## src/rtl/arith_pkg.sv

```systemverilog
// Shared arithmetic-datapath definitions: FSM state encoding used by the
// divider and its reconstructing multiplier, plus the iteration counter width.
package arith_pkg;

  localparam logic [1:0] IDLE = 2'b00;
  localparam logic [1:0] CALC = 2'b01;
  localparam logic [1:0] DONE = 2'b10;

  // One extra bit beyond log2(N) so the counter can reach N without wrapping.
  function automatic int CNT_W(input int n);
    return $clog2(n) + 1;
  endfunction

endpackage

```

## src/rtl/inmultitor_reconstructie_sumator.sv

```systemverilog
// Parameterised unsigned adder used for the accumulate step of the
// shift-and-add multiplier. The result is kept at W bits because the caller
// guarantees that the sum never exceeds the operand width.
module sumator_n #(
  parameter int W = 8
) (
  input  logic [W-1:0] a,
  input  logic [W-1:0] b,
  output logic [W-1:0] sum
);

  assign sum = a + b;

endmodule

```

## src/rtl/inmultitor_reconstructie.sv

```systemverilog
// Sequential shift-and-add multiply-accumulate, p = q*b + r.
// Rebuilds a dividend from the restoring divider's quotient, divisor and
// remainder. Uses the same start/ready handshake as the divider: one
// iteration per clock while busy, and the final iteration writes p directly
// so back-to-back jobs complete every N+1 cycles.
module inmultitor_reconstructie
  import arith_pkg::*;
#(
  parameter int N = 4
) (
  input  logic           clk,
  input  logic           reset,
  input  logic           start,
  input  logic [N-1:0]   q,
  input  logic [N-1:0]   b,
  input  logic [N-1:0]   r,
  output logic [2*N-1:0] p,
  output logic           ready,
  output logic           busy
);

  localparam int CW = CNT_W(N);

  logic [1:0]     state;
  logic [CW-1:0]  cnt;
  logic [N-1:0]   q_reg;
  logic [N-1:0]   b_reg;
  logic [2*N-1:0] acc;
  logic [2*N-1:0] partial;
  logic [2*N-1:0] acc_next;
  logic           q_bit;
  logic           last_iter;
  logic           accept;

  // Multiplier bit for the current iteration, selected with a one-hot mask so
  // the counter's extra headroom bit never produces an out-of-range select.
  assign q_bit = |(q_reg & ({{(N-1){1'b0}}, 1'b1} << cnt));

  // Zero-extended, shifted multiplicand when the current multiplier bit is set.
  assign partial = q_bit ? ({{N{1'b0}}, b_reg} << cnt) : '0;

  assign last_iter = (cnt == CW'(N - 1));
  assign accept    = start && ((state == IDLE) || (state == DONE));
  assign busy      = (state == CALC);

  sumator_n #(
    .W(2 * N)
  ) u_sumator (
    .a  (acc),
    .b  (partial),
    .sum(acc_next)
  );

  // Control FSM and datapath registers: latch on accept, accumulate in CALC,
  // publish the result and pulse ready on the last iteration.
  always_ff @(posedge clk or negedge reset) begin
    if (!reset) begin
      state <= IDLE;
      cnt   <= '0;
      q_reg <= '0;
      b_reg <= '0;
      acc   <= '0;
      p     <= '0;
      ready <= 1'b0;
    end else begin
      ready <= 1'b0;
      case (state)
        CALC: begin
          acc <= acc_next;
          cnt <= cnt + CW'(1);
          if (last_iter) begin
            state <= DONE;
            p     <= acc_next;
            ready <= 1'b1;
          end
        end
        default: begin
          if (accept) begin
            state <= CALC;
            q_reg <= q;
            b_reg <= b;
            acc   <= {{N{1'b0}}, r};
            cnt   <= '0;
          end else begin
            state <= IDLE;
          end
        end
      endcase
    end
  end

endmodule

```

## config.mk

```make
export PLATFORM = sky130hd
export DESIGN_NAME = inmultitor_reconstructie
export DESIGN_NICKNAME = d
export VERILOG_FILES = /design/src/rtl/arith_pkg.sv /design/src/rtl/inmultitor_reconstructie_sumator.sv /design/src/rtl/inmultitor_reconstructie.sv
export SDC_FILE = /design/constraint.sdc
export NUM_CORES = 1
export LEC_CHECK = 0
export BUFFER_PORTS_ARGS = -buffer_cell sky130_fd_sc_hd__buf_2
export CAP_MARGIN = 40
export CORE_MARGIN = 4
export CORE_UTILIZATION = 56
export DETAILED_ROUTE_END_ITERATION = 8
export MAX_ROUTING_LAYER = met4
export PLACE_DENSITY = 0.89
export SYNTH_ARGS = -nofsm -noshare
export SYNTH_HDL_FRONTEND = slang
export SYNTH_SLANG_ARGS = --single-unit
```

## constraint.sdc

```tcl
create_clock -name clk -period 3.9 [get_ports clk]
set_input_delay 0.195 -clock clk [delete_from_list [all_inputs] [get_ports clk]]
set_output_delay 0.195 -clock clk [all_outputs]
set_load 0.03 [all_outputs]
```

==> results.sh, run 1 <==
export IMPL_final_layout_size_suffix_gt1_frac=0.236
export IMPL_status="finished, final reports clean"
export IMPL_relSlewSlack=0.447
export IMPL_synth_top_cell_by_area="dfrtp_1"
export IMPL_grt_setup_unrepaired="false"
export IMPL_num_io_pins=25
export IMPL_period_minus_slack_ps=3370
export IMPL_htreeDepth=2
export IMPL_hp_class="in2reg"
export IMPL_antenna_left=0
export IMPL_crit_required_ps=4180
export IMPL_rows=19
export IMPL_netlist_area_um2=1680
export IMPL_async_flop_share=1.00
export IMPL_port_buffers=24
export IMPL_ys_warn_count=0
export IMPL_synth_most_common_cell="dfrtp_1"
export IMPL_drtPass1Iterations=4
export IMPL_yosysUniqueCellTypes=38
export IMPL_worstPathMaxFanout=10
export IMPL_initial_core_util=0.599
export IMPL_worst_pin_slew_ps=827
export IMPL_cts_tree="yes"
export IMPL_fin_setup_tns_ps=0
export IMPL_p_per_area_nw_per_um2=937
export IMPL_synthFlopType="dfrtp_1"
export IMPL_cts_sinks=30
export IMPL_cts_made_buffers=5
export IMPL_place_ws_ps=637
export IMPL_drt_wl_total_mm=3.52
export IMPL_synth_top_family_by_area="simple AND/OR/NAND/NOR gates"
export IMPL_p_seq_frac=0.331
export IMPL_syn_nets=195
export IMPL_fin_nets=222
export IMPL_die_x_um=62.8
export IMPL_postCtsSetupBuffers=0
export IMPL_finalMaxSlewViolations=0
export IMPL_synth_area_leaders="dfrtp_1 45%, ha_1 8.9%, mux2_2 7.4%, nand2_1 4.5%, o21ai_0 3.9%"
export IMPL_fp_dieH_um=62.8
export IMPL_critPathLaunchType="flip-flop"
export IMPL_antenna_found_initial=0
export IMPL_synthTopCellsByCount="30 x dfrtp_1, 20 x nand2_1, 13 x o21ai_0"
export IMPL_die_area_um2=3940
export IMPL_grt_pass1_wl_mm=6.08
export IMPL_drc_errors=0
export IMPL_grt_pass1_vias=1365
export IMPL_ys_ff_latch=30
export IMPL_finalCritPeriodShare=0.865
export IMPL_p_sw_uw=814
export IMPL_power_leakage_nw=0.934
export IMPL_setup_violations=0
export IMPL_design_core_area_um2=2810
export IMPL_peakVddDrop_mv=0.549
export IMPL_synth_top_area_share=0.446
export IMPL_grt_overflow_total=0
export IMPL_vias=1352
export IMPL_clkTransAtPathRegs_ps=100
export IMPL_synth_edff_count=0
export IMPL_grt_max_degree=31
export IMPL_p_int_uw=954
export IMPL_syn_avg_cell_area_um2=10.1
export IMPL_power_frac_comb=0.560
export IMPL_via_per_inst=5.98
export IMPL_clk_latency_ps=330
export IMPL_critPathCaptureType="flip-flop"
export IMPL_area_growth_pct=12.3
export IMPL_diodes=0
export IMPL_reg_top3="acc: 8 flops, p: 8 flops"
export IMPL_synth_compound_area_frac=0.143
export IMPL_synthAdderAreaFrac=0.101
export IMPL_grt_usage=0.202
export IMPL_cts_root_buffer="clkbuf_4"
export IMPL_crit_type="reg2reg"
export IMPL_cp_arrival_ps=3650
export IMPL_clk_path_buf_depth=2
export IMPL_finalClockSkew_ps=11.2
export IMPL_max_freq_mhz=297
export IMPL_gp_congestion=0.815
export IMPL_synthSimpleGateAreaFrac=0.145
export IMPL_wl_per_cell_um=15.6
export IMPL_yosysSeqAreaShare=0.446
export IMPL_power_share_clock=0.110
export IMPL_dpl_hpwl_mm=2.62
export IMPL_synthCells=167
export IMPL_maxCapViolCount=0
export IMPL_drtIter0Drc=100
export IMPL_synth_xor_area_share=0.0312
export IMPL_p_sw_frac=0.460
export IMPL_fin_ws_ps=528
export IMPL_finalHoldViolCount=0
export IMPL_synthMuxAreaShare=0.0930
==> final timing paths <==
check | from | endpoint | slack [ps] | cells past startpoint
worst min register to register | p[4] | p[4] | 480 | 2
worst max register to register | cnt[0] | acc[6] | 530 | 14
min in group asynchronous | reset | p[6] | 420 | 2
worst max-delay path | cnt[0] | acc[6] | 530 | 14
max in group asynchronous | reset | q_reg[3] | 3050 | 2
worst min-delay path | r[0] | acc[0] | 90 | 3
==> through the flow <==
step / hold WS, ps / instance area (um^2) / util / std cells / power (mW)
floorplan: -101 / 1680 / - / 167 / 1.34
global placement: 253 / 1820 / 0.648 / 217 / 1.51
detailed placement: 265 / 1820 / 0.648 / 217 / 1.57
CTS: 87.6 / 1890 / 0.673 / 226 / 1.77
global route: 79.7 / 1890 / 0.673 / 226 / 1.93
finish: 88.1 / 1890 / 0.673 / 226 / 1.77
==> worst max-delay path, cell delays in order (launching register included) <==
cell and delay [ps]:
dfrtp_1 570, inv_1 170, ha_1 220, a222oi_1 420, nand2_1 170, nand2_1 130, nor3_1 60, ha_1 220
inv_1 80, fa_1 210, nor2b_1 60, o21ai_1 180, a21boi_0 200, or4_1 530, nand3_1 100
==> area by class of cell <==
cell class,count,area [um^2]
clock inverter,1,5.00
multi-input combinational,121,863
fill,216,917
sequential,30,751
clock buffer,7,55.1
timing repair buffer,26,138
inverter,10,37.5
tap,31,38.8
==> kinds of logic after synthesis <==
group | Yosys count
XOR/XNOR | 6
AO/OA/AOI/OAI | 37
multiplexers | 13
AND/OR/NAND/NOR | 52
flip-flops | 30
buffers and inverters | 16
adder cells (fa/ha/maj) | 13
==> power groups by stage <==
stage                     Combinational [mW]  Sequential, mW  Clock (mW)
after CTS                              0.983           0.584       0.198
after global placement                 0.932           0.575           0
after floorplan                        0.716           0.620           0
after detailed placement               0.979           0.591           0
after global routing                    1.10           0.606       0.217
final                                  0.989           0.585       0.194
==> routing by layer <==
metal  wire length, um  share of wire  GRT usage
met2              1620           0.46      0.310
met1              1490           0.42      0.243
met5                 0              0          -
met4               144          0.041     0.0992
met3               265          0.075     0.0576
==> repair_timing <==
item / 4_1_cts / 5_1_grt
gates resized for setup: 0 / 0
setup endpoints to repair: 0 / 0
hold buffers: 1 / 0
hold endpoints to repair: 30 / 0
==> cell usage in the layout (no fill, tap or decap), types with 2 or more instances in the layout <==
master,n
a211oi_1,2
a21o_1,2
a21oi_1,3
a221o_1,2
a22oi_1,4
buf_2,24
clkbuf_4,5
dfrtp_1,30
ha_1,12
inv_1,10
mux2_2,11
nand2_1,20
nand2b_1,3
nand3_1,5
nor2_1,11
nor2b_1,3
nor3_1,3
o21ai_0,13
o21ai_1,3
or4_1,2
xnor2_1,3
xor2_1,3
Note: power is estimated with default switching activity, not from simulation.
==> run 2: changes to the inputs <==
Settings changed: BUFFER_PORTS_ARGS -buffer_cell sky130_fd_sc_hd__buf_2 to default, CORE_UTILIZATION 56 to 60, DONT_BUFFER_PORTS from default to 1, PLACE_DENSITY 0.89 to 0.86.
==> run 2 against run 1 <==
Utilization increased by 1.7 points. Global-route usage up 1.5 points. Critical endpoint is now p[6]. Largest cell class unchanged. Final cell count is 11% lower. Via count fell by 6.0%. Wire length down 3.3%. Fmax grew 5.0%. Die area down 5.8%. Clock skew down 5.1 ps. Register-to-register slack improved by 160 ps. Sequential power up 15%. Critical path depth unchanged.
==> results.sh, run 2 (synthesis gave the netlist of run 1 again) <==
export IMPL_fin_setup_tns_ps=0
export IMPL_grt_usage=0.217
export IMPL_fp_dieH_um=60.9
export IMPL_setup_violations=0
export IMPL_gp_congestion=0.914
export IMPL_nFillCells=193
export IMPL_grt_pass1_wl_mm=5.65
export IMPL_grt_max_degree=31
export IMPL_critPathCaptureType="flip-flop"
export IMPL_diodes=0
export IMPL_drtIter0Drc=54
export IMPL_rows=18
export IMPL_maxCapViolCount=0
export IMPL_grt_pass1_vias=1269
export IMPL_cts_root_buffer="clkbuf_4"
export IMPL_p_per_area_nw_per_um2=959
export IMPL_vias=1271
export IMPL_cts_sinks=30
export IMPL_cp_arrival_ps=3480
export IMPL_multi_input_area_um2=863
export IMPL_final_layout_size_suffix_gt1_frac=0.123
export IMPL_dpl_hpwl_mm=2.53
export IMPL_finalHoldViolCount=0
export IMPL_clk_latency_ps=330
export IMPL_crit_required_ps=4160
export IMPL_grt_overflow_total=0
export IMPL_final_core_util=0.690
export IMPL_finalClockSkew_ps=6.09
export IMPL_antenna_found_initial=0
export IMPL_cts_made_buffers=5
export IMPL_antenna_left=0
export IMPL_power_leakage_nw=0.833
export IMPL_fin_nets=199
export IMPL_critPathLaunchType="flip-flop"
export IMPL_drt_wl_total_mm=3.41
export IMPL_status="finished, final reports clean"
export IMPL_max_freq_mhz=311
export IMPL_clk_path_buf_depth=2
export IMPL_seq_area_um2=751
export IMPL_port_buffers=0
export IMPL_finalMaxSlewViolations=0
export IMPL_reg_top3="acc: 8 flops, p: 8 flops"
export IMPL_finalCritPeriodShare=0.824
export IMPL_via_per_inst=6.32
export IMPL_drtPass1Iterations=5
export IMPL_num_io_pins=25
export IMPL_worst_pin_slew_ps=790
export IMPL_peakVddDrop_mv=0.580
export IMPL_die_x_um=60.9
export IMPL_final_cell_mix="30 x dfrtp_1, 20 x nand2_1, 13 x o21ai_0"
export IMPL_initial_core_util=0.655
export IMPL_hp_class="in2reg"
export IMPL_clkTransAtPathRegs_ps=80
export IMPL_crit_type="reg2reg"
export IMPL_relSlewSlack=0.472
export IMPL_die_area_um2=3710
export IMPL_postCtsSetupBuffers=0
export IMPL_htreeDepth=2
export IMPL_worstPathMaxFanout=10
export IMPL_period_minus_slack_ps=3210
export IMPL_area_growth_pct=5.36
export IMPL_drc_errors=0
export IMPL_wl_per_cell_um=16.9
export IMPL_design_core_area_um2=2570
export IMPL_cts_tree="yes"
export IMPL_grt_setup_unrepaired="false"
export IMPL_final_common_cell="dfrtp_1"
-- run 2: changes by cell type in the layout (fill, tap and decap cells not counted) --
cell      delta
buf_2       -24
buf_12       +1
clkbuf_1     +1
clkbuf_8     -1
clkinv_2     -1
-- run 2: final timing paths --
check | from | end | slack (ps) | cells after the start
max in group asynchronous | reset | acc[1] | 3440 | 2
worst min-delay path | r[0] | acc[0] | 10 | 2
worst min register to register | acc[4] | acc[4] | 510 | 2
min in group asynchronous | reset | b_reg[3] | 300 | 2
worst max-delay path | cnt[0] | p[6] | 690 | 14
worst max register to register | cnt[0] | p[6] | 690 | 14
-- run 2: report_power, final --
group | switching, mW | internal, mW | leakage, nW
clock | 0.0954 | 0.0678 | 0.0254
combinational | 0.489 | 0.374 | 0.440
sequential | 0.213 | 0.461 | 0.368
-- run 2: worst max-delay path, cell delays in order (launching register included) --
cell      delay [ps]
dfrtp_1          570
inv_1            150
ha_1             230
a222oi_1         390
nand2_1          150
nand2_1          120
nor3_1            60
ha_1             200
inv_1             70
fa_1             210
nor2b_1           60
o21ai_1          160
a21boi_0         170
or4_1            500
nand3_1          100
-- run 2: per-stage QoR --
stage	total power [mW]	area, um^2	worst slack [ps]	instances	hold WS, ps
6_report	1.70	1770	687	201	12.2
5_1_grt	1.85	1770	423	201	1.37
4_1_cts	1.70	1770	716	201	10.8
3_5_place_dp	1.52	1700	747	192	-99.8
3_3_place_gp	1.47	1700	962	192	-99.8
2_1_floorplan	1.34	1680	1040	167	-101
-- run 2: per-layer routing --
layer  wire, um  up-vias  GRT usage
met5          0        -          -
met4         93        0      0.108
met3        257       16     0.0574
met2       1620       46      0.325
met1       1430      606      0.271
li1           -      603          -
-- run 2: repair_timing --
item / in CTS / in global routing
hold buffers: 2 / 0
resized for setup: 0 / 0
endpoints found under the hold margin: 30 / 0
-- run 2: cell type report --
cell class              instances  share of cell area
multi-input cells             121               0.487
flip-flops and latches         30               0.424
clock buffers                   7              0.0254
repair buffers                  3              0.0212
inverters                      10              0.0212
well taps                      30              0.0212
